## config.mk

```make
export PLATFORM = sky130hd
export DESIGN_NAME = adc_therm_decode
export DESIGN_NICKNAME = d
export VERILOG_FILES = /design/src/rtl/adc_therm_pkg.sv /design/src/rtl/adc_therm_correct.sv /design/src/rtl/adc_therm_decode.sv
export SDC_FILE = /design/constraint.sdc
export NUM_CORES = 1
export LEC_CHECK = 0
export CORE_UTILIZATION = 35
export DETAILED_ROUTE_END_ITERATION = 16
export PLACE_DENSITY = 0.63
export SETUP_SLACK_MARGIN = 0.1
export SLEW_MARGIN = 20
export SYNTH_ARGS = -nofsm -noshare
export SYNTH_HDL_FRONTEND = slang
export SYNTH_SLANG_ARGS = --single-unit
export TNS_END_PERCENT = 100
```

## constraint.sdc

```tcl
create_clock -name CLK -period 9.25 [get_ports CLK]
set_clock_uncertainty 0.15 [all_clocks]
set_input_delay 1.3875 -clock CLK [delete_from_list [all_inputs] [get_ports CLK]]
set_output_delay 1.3875 -clock CLK [all_outputs]
set_load 0.05 [all_outputs]
```

## src/rtl/adc_therm_pkg.sv

```systemverilog
// Shared widths, FSM encoding and popcount helper for the thermometer decoder.
package adc_therm_pkg;

    localparam int THERM_W = 15;
    localparam int NIB_W   = 4;

    typedef enum logic [1:0] {
        IDLE,
        SETTLE,
        ACCUM,
        OUTPUT
    } state_e;

    function automatic logic [NIB_W-1:0] popcount15(input logic [THERM_W-1:0] v);
        logic [NIB_W-1:0] n;
        n = '0;
        for (int i = 0; i < THERM_W; i++) begin
            n = n + NIB_W'(v[i]);
        end
        return n;
    endfunction

endpackage

```

## src/rtl/adc_therm_correct.sv

```systemverilog
// One comparator bank: 3-tap majority bubble filter, popcount and residual
// non-thermometer detection. Purely combinational.
module adc_therm_correct
    import adc_therm_pkg::*;
(
    input  logic [THERM_W-1:0] therm_i,
    output logic [NIB_W-1:0]   count_o,
    output logic               err_o
);

    logic [THERM_W+1:0] ext;
    logic [THERM_W-1:0] corr;
    logic [THERM_W:0]   corr_inc;

    // Virtual neighbours: a 1 below bit 0 and a 0 above bit 14.
    assign ext = {1'b0, therm_i, 1'b1};

    always_comb begin
        // NOTE: assigning a default before the loop keeps every bit driven on every path, so no latch is inferred.
        corr = '0;
        for (int i = 0; i < THERM_W; i++) begin
            corr[i] = (ext[i] & ext[i+1]) | (ext[i] & ext[i+2]) | (ext[i+1] & ext[i+2]);
        end
    end

    // A clean thermometer is 2^n-1, so c & (c+1) is zero exactly when no 1 sits above a 0.
    assign corr_inc = {1'b0, corr} + (THERM_W+1)'(1);
    assign err_o    = |({1'b0, corr} & corr_inc);
    assign count_o  = popcount15(corr);

endmodule

```

## src/rtl/adc_therm_decode.sv

```systemverilog
// Receive-side thermometer decoder: synchronize, bubble-correct, average
// 2^AVG_LOG2 samples and hand the rounded {row, col} code out on valid/ready.
module adc_therm_decode
    import adc_therm_pkg::*;
#(
    parameter int AVG_LOG2    = 2,
    parameter int SYNC_STAGES = 2
) (
    input  logic               CLK,
    input  logic               RST,
    input  logic [THERM_W-1:0] ROWS_IN,
    input  logic [THERM_W-1:0] COLS_IN,
    input  logic               START,
    output logic               BUSY,
    output logic               DOUT_VALID,
    input  logic               DOUT_READY,
    output logic [7:0]         DOUT,
    output logic               CODE_ERR
);

    localparam int CODE_W = 2 * NIB_W;
    localparam int ACC_W  = CODE_W + AVG_LOG2;
    localparam int CNT_W  = 5;
    localparam logic [CNT_W-1:0] SETTLE_LAST = CNT_W'(SYNC_STAGES);
    localparam logic [CNT_W-1:0] ACCUM_LAST  = CNT_W'((1 << AVG_LOG2) - 1);
    localparam logic [ACC_W-1:0] ROUND_HALF  = ACC_W'((1 << AVG_LOG2) >> 1);

    logic [2*THERM_W-1:0] sync_q [SYNC_STAGES];
    logic [NIB_W-1:0]     row_cnt, col_cnt;
    logic                 row_err, col_err;
    logic [CODE_W-1:0]    code_q;
    logic                 serr_q;

    state_e               state_q, state_d;
    logic [CNT_W-1:0]     cnt_q, cnt_d;
    logic [ACC_W-1:0]     acc_q, acc_d;
    logic                 acc_err_q, acc_err_d;
    logic [7:0]           dout_q, dout_d;
    logic                 err_q, err_d;
    logic                 valid_q, valid_d;

    // NOTE: the synchronizer array is reset explicitly because its contents are observable state, not scratch memory.
    always_ff @(posedge CLK) begin
        if (RST) begin
            for (int i = 0; i < SYNC_STAGES; i++) begin
                sync_q[i] <= '0;
            end
        end else begin
            sync_q[0] <= {ROWS_IN, COLS_IN};
            for (int i = 1; i < SYNC_STAGES; i++) begin
                sync_q[i] <= sync_q[i-1];
            end
        end
    end

    adc_therm_correct u_row_correct (
        .therm_i (sync_q[SYNC_STAGES-1][2*THERM_W-1:THERM_W]),
        .count_o (row_cnt),
        .err_o   (row_err)
    );

    adc_therm_correct u_col_correct (
        .therm_i (sync_q[SYNC_STAGES-1][THERM_W-1:0]),
        .count_o (col_cnt),
        .err_o   (col_err)
    );

    // NOTE: sequential state uses non-blocking assignments so every flop samples pre-edge values.
    always_ff @(posedge CLK) begin
        if (RST) begin
            code_q <= '0;
            serr_q <= 1'b0;
        end else begin
            code_q <= {row_cnt, col_cnt};
            serr_q <= row_err | col_err;
        end
    end

    always_ff @(posedge CLK) begin
        if (RST) begin
            state_q <= IDLE;
        end else begin
            state_q <= state_d;
        end
    end

    always_comb begin
        state_d = state_q;
        case (state_q)
            IDLE:    if (START) state_d = SETTLE;
            SETTLE:  if (cnt_q == SETTLE_LAST) state_d = ACCUM;
            ACCUM:   if (cnt_q == ACCUM_LAST) state_d = OUTPUT;
            OUTPUT:  if (valid_q && DOUT_READY) state_d = IDLE;
            default: state_d = IDLE;
        endcase
    end

    // OUTPUT spends one cycle loading the rounded result before VALID rises.
    always_comb begin
        cnt_d     = cnt_q;
        acc_d     = acc_q;
        acc_err_d = acc_err_q;
        dout_d    = dout_q;
        err_d     = err_q;
        valid_d   = valid_q;
        case (state_q)
            IDLE: cnt_d = '0;
            SETTLE: begin
                cnt_d = cnt_q + CNT_W'(1);
                if (cnt_q == SETTLE_LAST) begin
                    cnt_d     = '0;
                    acc_d     = '0;
                    acc_err_d = 1'b0;
                end
            end
            ACCUM: begin
                cnt_d     = cnt_q + CNT_W'(1);
                acc_d     = acc_q + ACC_W'(code_q);
                acc_err_d = acc_err_q | serr_q;
            end
            OUTPUT: begin
                cnt_d = '0;
                if (!valid_q) begin
                    dout_d  = 8'((acc_q + ROUND_HALF) >> AVG_LOG2);
                    err_d   = acc_err_q;
                    valid_d = 1'b1;
                end else if (DOUT_READY) begin
                    valid_d = 1'b0;
                end
            end
            default: cnt_d = '0;
        endcase
    end

    always_ff @(posedge CLK) begin
        if (RST) begin
            cnt_q     <= '0;
            acc_q     <= '0;
            acc_err_q <= 1'b0;
            dout_q    <= '0;
            err_q     <= 1'b0;
            valid_q   <= 1'b0;
        end else begin
            cnt_q     <= cnt_d;
            acc_q     <= acc_d;
            acc_err_q <= acc_err_d;
            dout_q    <= dout_d;
            err_q     <= err_d;
            valid_q   <= valid_d;
        end
    end

    always_comb begin
        BUSY       = (state_q != IDLE);
        DOUT_VALID = valid_q;
        DOUT       = dout_q;
        CODE_ERR   = err_q;
    end

endmodule
```

==> metrics.md <==
| Metric | Value |
|---|---|
| Gr usage total | 13.67% |
| Mapped Nets | 654 |
| CP startpoint kind | register |
| PortBufs | 44 |
| PostCTS Resize Cnt | 0 |
| Placer congestion estimate | 0.8281 |
| Worst EP arrival | ~4.5 ns |
| Worst-path cell chain | or2_2, inv_1, nor2_1, ha_1, inv_1, fa_1, fa_1, fa_1, fa_1, inv_1, ha_1, a21o_1, a21oi_1, xor2_1, nor2_1 |
| Leading cell types in the layout, fill and taps excluded | 97 x dfxtp_1, 67 x nor2b_1, 44 x nor2_1 |
| HPWL after DPL | 6.893 mm |
| Max Clk Rate | between 200 and 250 MHz |
| Power per cell area | 181.4 nW/um^2 |
| Placeable Area | 14530 um^2 |
| Top_reg_cell synth | dfxtp_1 |
| Critical Path RT | 9.30 ns |
| Outcome | complete, no violations |
| Netlist cell types | 58 |
| Share of layout cells above drive strength 1 | 6.030% |
| Drt total wl | 9.354 mm |
| #FFs+latches synth | 97 |
| Area of the mapped netlist | 5218 um^2 |
| CP bufs+invs | 3 |
| Cell repeated most along the worst path | fa_1 |
| Finish-stage setup viols | 0 |
| Reported max-cap violation count | 0 |
| Setup TNS | 0 ns |
| Number of synthesized flops with an enable pin | 0 |
| Cells after Synth | 569 |
| CTS H-tree lvls | 3 |
| Clock Sinks | 97 |
| Non-filler cells, final | ~780 |
| Rel. slew slack | 32.95% |
| Die H | 124.1 um |
| Worst Setup End Kind | register |
| Nets | 678 |
| Initial antenna violation count | 0 |
| Routed wire per std cell | 11.98 um |
| Final slew viol count | 0 |
| TritonCTS clock tree | built |
| M3 GR Usage | 3.800% |
| Cell row count | 44 |
| Die Span X | 124.1 um |
| FFs w/ async S/R, synth | 0% |
| Max rail drop VDD | 0.00008458 V |
| Area grow syn2layout | 16.33% |
| Fin. Hold Viols | 0 |
| Met2 Track Usage GR | ~22% |
| Via count | 3756 |
| Met1 usage | 17.22% |
| Register area share after synthesis | 37.22% |
| Cts-stage hold buffer count | 0 |
| Area of the die | 15400 um^2 |
| CP max stage delay | 0.53 ns |
| Actual slew at the worst max-slew pin | 1.004 ns |
| Average cell area after synthesis | around 9.2 um^2 |
| Slowest stage cell, crit path | fa_1 |
| Vias per std cell | 4.809 |
| Hold crit path type | reg -> reg |
| Initial Utilization | 35.90% |
| Cells after DPL | 766 |
| CP Max Fanout | 12 |
| Critical path type | reg -> reg |
| I/O pins | 45 |
| Clock transition at path regs | approximately 0.07 ns |
| First-pass GRT wire length | 16.41 mm |
| Top Usage Layer GRT | met2 |
| Synth warn | 0 |
| Starting DRT DRC Count | 140 |
| Largest net degree at the start of global routing | 95 |
| Drc violations | 0 |
| Most common cell after layout, fill and taps aside | dfxtp_1 |
| Tmin final | 4.471 ns |
| Clk_lat worst skew | 0.35 ns |
| Vias in the first global route | 3604 |
| Static Leakage | 2.538 nW |
| RSZ-0062 raised after global routing | no |
| Post-CTS Setup Bufs | 0 |
| CTS root buf | clkbuf_16 |
| Delay-heaviest family, CP | adder cells |
| FILL cells | 1494 |
| Final period util | 48.33% |
| Ant diodes | 0 |
| Post-route ant nets | 0 |
| Maximum clock path buffer count | 2 |
| Num CTS Buffers | 9 |
| DR pass1 iterations | 4 |
| GRT overflow | 0 |
## per-stage QoR
step	utilization, %	area [um^2]	hold slack, ns	total power (W)	setup WS (ns)
after floorplan	-	5218	0.2638	0.0006331	4.963
after global placement	39.44	5732	0.2678	0.0006834	4.921
after detailed placement	39.44	5732	0.2704	0.0006929	4.766
after CTS	41.76	6070	0.2854	0.001120	4.772
after global routing	41.76	6070	0.3073	0.001167	4.547
final	41.76	6070	0.2846	0.001101	4.779
## sequential cells by signal, indices dropped and copies added (netlist names)
name,cells
cnt_q,5
DOUT,8
code_q,8
CODE_ERR,1
serr_q,1
acc_err_q,1
DOUT_VALID,1
sync_q,60
state_q,2
acc_q,10
## cell type report
cell class              count  area [um^2]  area share (%)
clock buffers               9        225.2           3.711
flip-flops and latches     97         1942           31.99
multi-input cells         403         2978           49.06
inverters                  37        138.9           2.288
repair buffers             45        442.9           7.297
well taps                 184        230.2           3.793
clock inverters             6        112.6           1.855
## synthesized netlist by cell type, drive strengths merged, types with 11 or more instances
cell    number  area [um^2]
nand2       35        131.4
nand3       11        55.05
fa          19        380.4
a21o        12        90.09
clkbuf      16        61.30
dfxtp       97         1942
ha          32        400.4
o21ai       33        168.9
xor2        14        122.6
nor2b       67        419.2
buf         16        97.59
a21oi       25        128.9
inv         37        138.9
a211oi      12        90.09
nor2        45        171.4
## cells by family (layout without fill, tap and decap cells)
kind of cell               count (synthesis)  in the layout  synth area share (%)
buffers and inverters                     69             97                 5.707
DFF                                       97             97                 37.22
AOI/OAI and AO/OA                        130            130                 17.17
xor gates and xnor gates                  21             21                 3.525
adders and majority gates                 58             58                 16.33
muxes                                      5              5                0.9593
and+or+nand+nor                          189            189                 19.09
## power breakdown
| part | internal [W] | total [W] | switching, W | leakage [nW] |
|---|---|---|---|---|
| Clock | 0.000264 | 0.000421 | 0.000157 | 0.166 |
| Sequential | 0.000448 | 0.000473 | 0.0000251 | 0.796 |
| Combinational | 0.0000874 | 0.000207 | 0.000120 | 1.58 |
## final timing paths
check                startpoint            end  slack (ns)  depth (start not counted)
setup / recovery  sync_q[0][31]      code_q[3]        4.78                         15
hold / removal    sync_q[0][12]  sync_q[0][42]        0.28                          1
setup reg to reg  sync_q[0][31]      code_q[3]        4.78                         15
hold reg to reg   sync_q[0][12]  sync_q[0][42]        0.28                          1
## per-layer routing
metal / vias up / wire length [um]
li1: 1973 / -
met2: 50 / 4398
met5: - / 0
met4: 0 / 184
met1: 1716 / 4482
met3: 17 / 288
Power figures use the tool's default switching activity.
